### config.mk
export PLATFORM = sky130hd
export DESIGN_NAME = monster_ctrl
export DESIGN_NICKNAME = d
export VERILOG_FILES = /design/src/rtl/monster_ctrl.sv
export SDC_FILE = /design/constraint.sdc
export NUM_CORES = 1
export LEC_CHECK = 0
export ABC_AREA = 1
export CAP_MARGIN = 20
export CORE_MARGIN = 2
export CORE_UTILIZATION = 47
export DETAILED_ROUTE_END_ITERATION = 12
export PLACE_DENSITY = 0.69
export SYNTH_ARGS = -nofsm -noshare
export SYNTH_HDL_FRONTEND = slang
export SYNTH_SLANG_ARGS = --single-unit
export TNS_END_PERCENT = 100
### constraint.sdc
create_clock -name clk -period 2.3 [get_ports clk]
set_clock_uncertainty 0.15 [all_clocks]
set_input_delay 0.345 -clock clk [delete_from_list [all_inputs] [get_ports clk]]
set_output_delay 0.345 -clock clk [all_outputs]
set_load 0.02 [all_outputs]
### src/rtl/monster_ctrl.sv
// Monster controller: button edge detect, jump height sequencer, barrier collision
// detection, READY/RUN/OVER game state and a saturating 4-digit BCD score.
module monster_ctrl #(
    parameter int MONSTER_COL = 6,
    parameter int AIR_TICKS   = 2
) (
    input  logic        clk,
    input  logic        rst,
    input  logic        tick,
    input  logic [7:0]  barrier,
    input  logic        jump_btn,
    output logic [1:0]  monster_h,
    output logic        running,
    output logic        game_over,
    output logic        hit,
    output logic [15:0] score,
    output logic [3:0]  state_dbg
);

    typedef enum logic [1:0] {
        G_READY = 2'd0,
        G_RUN   = 2'd1,
        G_OVER  = 2'd2
    } game_t;

    typedef enum logic [1:0] {
        J_GROUND = 2'd0,
        J_RISE   = 2'd1,
        J_PEAK   = 2'd2,
        J_FALL   = 2'd3
    } jump_t;

    localparam logic [3:0] AIR_LAST = 4'(AIR_TICKS - 1);

    game_t       game_q, game_d;
    jump_t       jstate_q, jstate_d;
    logic [1:0]  h_q, h_d;
    logic [3:0]  air_cnt_q, air_cnt_d;
    logic        req_q, req_d;
    logic        hit_q, hit_d;
    logic [15:0] score_q, score_d;
    logic        jump_q;
    logic        running_q, game_over_q;

    logic press;
    logic bar_bit;
    logic collide;
    logic clear;
    logic unused_bar;

    assign press   = jump_btn & ~jump_q;
    assign bar_bit = barrier[MONSTER_COL];
    assign collide = tick & bar_bit & (h_q == 2'd0);
    assign clear   = tick & bar_bit & (h_q != 2'd0);

    // Only one column of the window matters to this block.
    assign unused_bar = ^barrier;

    function automatic logic [15:0] bcd_inc_sat(input logic [15:0] v);
        logic [15:0] r;
        logic        carry;
        r     = v;
        carry = 1'b1;
        if (v != 16'h9999) begin
            for (int d = 0; d < 4; d++) begin
                if (carry) begin
                    if (r[d*4 +: 4] == 4'd9) begin
                        r[d*4 +: 4] = 4'd0;
                    end else begin
                        r[d*4 +: 4] = r[d*4 +: 4] + 4'd1;
                        carry       = 1'b0;
                    end
                end
            end
        end
        return r;
    endfunction

    always_comb begin
        game_d    = game_q;
        jstate_d  = jstate_q;
        h_d       = h_q;
        air_cnt_d = air_cnt_q;
        req_d     = req_q;
        hit_d     = 1'b0;
        score_d   = score_q;

        case (game_q)
            G_READY: begin
                if (press) begin
                    game_d  = G_RUN;
                    score_d = 16'h0000;
                end
            end

            G_RUN: begin
                if (collide) begin
                    // Jump sequencer freezes; height stays where it was.
                    hit_d  = 1'b1;
                    game_d = G_OVER;
                end else begin
                    if (clear) begin
                        score_d = bcd_inc_sat(score_q);
                    end

                    if (tick) begin
                        case (jstate_q)
                            J_GROUND: begin
                                if (req_q) begin
                                    jstate_d = J_RISE;
                                    h_d      = 2'd1;
                                end
                            end
                            J_RISE: begin
                                h_d = h_q + 2'd1;
                                if (h_q == 2'd2) begin
                                    jstate_d  = J_PEAK;
                                    air_cnt_d = 4'd0;
                                end
                            end
                            J_PEAK: begin
                                if (air_cnt_q == AIR_LAST) begin
                                    jstate_d  = J_FALL;
                                    air_cnt_d = 4'd0;
                                end else begin
                                    air_cnt_d = air_cnt_q + 4'd1;
                                end
                            end
                            J_FALL: begin
                                h_d = h_q - 2'd1;
                                if (h_q == 2'd1) begin
                                    jstate_d = J_GROUND;
                                end
                            end
                            default: jstate_d = J_GROUND;
                        endcase
                    end

                    // Requests are only accepted on the ground; airborne presses are dropped.
                    if (jstate_q == J_GROUND) begin
                        if (tick && req_q) begin
                            req_d = 1'b0;
                        end else if (press) begin
                            req_d = 1'b1;
                        end
                    end
                end
            end

            G_OVER: begin
                if (press) begin
                    game_d    = G_READY;
                    jstate_d  = J_GROUND;
                    h_d       = 2'd0;
                    air_cnt_d = 4'd0;
                    req_d     = 1'b0;
                end
            end

            default: game_d = G_READY;
        endcase
    end

    always_ff @(posedge clk) begin
        if (rst) begin
            game_q      <= G_READY;
            jstate_q    <= J_GROUND;
            h_q         <= 2'd0;
            air_cnt_q   <= 4'd0;
            req_q       <= 1'b0;
            hit_q       <= 1'b0;
            score_q     <= 16'h0000;
            jump_q      <= 1'b0;
            running_q   <= 1'b0;
            game_over_q <= 1'b0;
        end else begin
            game_q      <= game_d;
            jstate_q    <= jstate_d;
            h_q         <= h_d;
            air_cnt_q   <= air_cnt_d;
            req_q       <= req_d;
            hit_q       <= hit_d;
            score_q     <= score_d;
            jump_q      <= jump_btn;
            running_q   <= (game_d == G_RUN);
            game_over_q <= (game_d == G_OVER);
        end
    end

    assign monster_h = h_q;
    assign running   = running_q;
    assign game_over = game_over_q;
    assign hit       = hit_q;
    assign score     = score_q;
    assign state_dbg = {game_q, jstate_q};

endmodule

==> impl_metrics.yaml <==
logic_synthesis:
  yosysWarningCount: 0
  async_flop_share: 0
  synth-edff-count: 0
  synth_nets: 328
  synth_compound_area_frac: 0.0835
  muxShareOfSynthArea: 0
  synthSimpleGateAreaFrac: 0.384
  synth_top_family_by_area: "simple AND/OR/NAND/NOR gates"
  synthAdderAreaFrac: 0.127
  synth-main-ff-cell: "dfxtp_1"
  postSynthRegisterBits: 31
  netlist-cell-type-count: 38
  synth_seq_area_share: 0.286
  synth_area_um2: 2170
  synth_xor_area_frac: 0.0323
  syn_inst: 294
  synth.avg_cell_area_um2: 7.39
timing:
  final.setup.tns_ns: 0
  holdWs_ns: 0.339
  setup_ws_ns: 0.329
  hold_viol_final: 0
  max_freq_mhz: 507
  post-route-period-util: 0.857
  slew_violations: 0
  slew_headroom: 0.703
  period_minus_slack_ns: 1.97
  setup_violations: 0
  worstMarginPinSlew_ns: 0.445
  rsz0062_at_grt: "false"
critical_path:
  cp-start-kind: "flip-flop"
  path_class: "reg -> reg"
  ff2ff_path_depth: 10
  crit_fanout: 11
  worstReg2RegStart: "game_q[1]"
  r2r_slack_ns: 0.33
  crit_required_ns: 2.36
  rr_endpoint: "score[11]"
  setup.worst_path.end_class: "flip-flop"
  arrival_ns: 2.03
  critPathCapture: "score[11]"
  critPathLaunch: "game_q[1]"
clock_tree:
  hold_buffers: 0
  cts_max_path_buffers: 2
  htree_num_levels: 2
  numClockSinks: 31
  cts-root-buf: "clkbuf_8"
  clkSlewWorstSetupHoldPaths_ns: 0.07
  cts_made_buffers: 5
  cts_setup_buffers: 0
  clock_latency_ns: 0.28
  cts_tree: "done"
place:
  place_ws_ns: 0.204
  port_buffers: 29
  dpl.hpwl_um: 3140
  dpl_cell_area_um2: 2510
  globalplace.congestion: 0.856
final_layout:
  final_cell_area_um2: 2610
  seq_area_um2: 621
  synthToLayoutAreaGrowth_pct: 19.9
  antenna_cells: 0
  finish.utilization: 0.590
  nFillCells: 436
  fin_nets: 362
  drive_gt1_frac: 0.143
  layout_common_cells: "nand2_1 (57), nor2_1 (44), inv_1 (35), dfxtp_1 (31), clkdlybuf4s50_1 (29)"
  mostFrequentLayoutCell: "nand2_1"
  multi_input_area_um2: 1360
grt:
  grt_usage: 0.179
  grt_use_met3: 0.0375
  antenna_found_initial: 0
  busiest_layer: "met2"
  grt_overflow: 0
  grt_pass1_vias: 1727
  grt_pass1_wl_um: 7420
  grtUsageMet1: 0.217
  grt_max_degree: 16
  globalRouteMet2Util: 0.310
floorplan:
  core_area_um2: 4410
  row_count: 24
  dieArea_um2: 5180
  dieWidth_um: 72.0
  die_h_um: 72.0
  start_util: 0.492
  ios: 37
pwr:
  p_leak_nw: 1.10
  power_density_nw_per_um2: 682
  vdd_ir_drop_max_mv: 0.290
route:
  viasPerCell: 4.90
  wl_per_cell_um: 10.9
  drt_iter0_drc: 80
  drtPass1Iterations: 4
  route.vias.total: 1863
  route.detailed.drc: 0
  wirelength_um: 4150
  postRouteAntennaNets: 0
status:
  status: "completed"
job:
  maxCapViolCount: 0
hold_path:
  hp-class: "reg -> reg"
  hold_start: "req_q"
final cells by class:
type                            count  share of cell area
Tap cell                           52              0.0250
Inverter                           41              0.0600
Sequential cell                    31               0.238
Timing Repair Buffer               32               0.120
Clock buffer                        6              0.0317
Multi-Input combinational cell    217               0.523
Clock inverter                      1             0.00192
flip-flops by register name, summed over array words and instances, names as in the netlist:
name and flops:
jstate_q 2, running 1, score 16, game_over 1, req_q 1, hit 1, jump_q 1, game_q 2
air_cnt_q 4, monster_h 2
worst min-delay path by stage:
| stage | to | depth (start not counted) |
|---|---|---|
| CTS | req_q | 2 |
| global route | req_q | 2 |
| global placement | req_q | 2 |
| finish | req_q | 2 |
| floorplan | jump_q | 2 |
| detailed placement | req_q | 2 |
power breakdown:
group          switching [mW]  total [mW]  internal [mW]
sequential             0.0750       0.674          0.599
clock                   0.197       0.432          0.234
combinational           0.394       0.670          0.277
stage by stage:
stage	cells	total power, mW
2_1_floorplan	294	1.17
3_3_place_gp	373	1.35
3_5_place_dp	373	1.36
4_1_cts	380	1.79
5_1_grt	380	1.91
6_report	380	1.78
worst max-delay path, stage by stage, from the launching register on:
cell and delay [ns]:
dfxtp_1 0.35, inv_1 0.10, ha_2 0.34, inv_2 0.16, nand2_2 0.12, nand3_4 0.11
nor2_8 0.19, inv_4 0.04, nor2_4 0.12, nand2_1 0.08, a21oi_2 0.12
synthesized netlist by cell type, types with 3 or more instances:
cell | number | area [um2]
xor2_1 | 5 | 43.8
dfxtp_1 | 31 | 621
a21oi_1 | 13 | 65.1
o21ai_1 | 6 | 30.0
nand2_1 | 57 | 214
ha_1 | 22 | 275
nand2_2 | 7 | 43.8
nand3_1 | 16 | 80.1
inv_1 | 35 | 131
nor2_4 | 5 | 56.3
o21ai_0 | 5 | 25.0
nor2_1 | 44 | 165
inv_2 | 5 | 18.8
nand4_1 | 7 | 43.8
xnor2_1 | 3 | 26.3
nor3_1 | 3 | 15.0
nand3_4 | 3 | 52.6
kinds of logic (layout without fill, tap and decap cells):
group / count (synthesis) / in the layout
compound gates: 30 / 30
xor+xnor: 8 / 8
fa+ha+maj: 22 / 22
buf+inv: 46 / 80
flops: 31 / 31
simple gates: 157 / 157
routing by layer:
layer	share of wire	routed length (um)
met1	0.48	1980
met2	0.47	1960
met3	0.033	136
met4	0.017	69
met5	0	0
repair_timing:
item | CTS | global route
endpoints found under the setup margin | 0 | 3
hold endpoints to repair | 0 | 0
gates resized for setup | 0 | 1
Power figures use the tool's default switching activity.
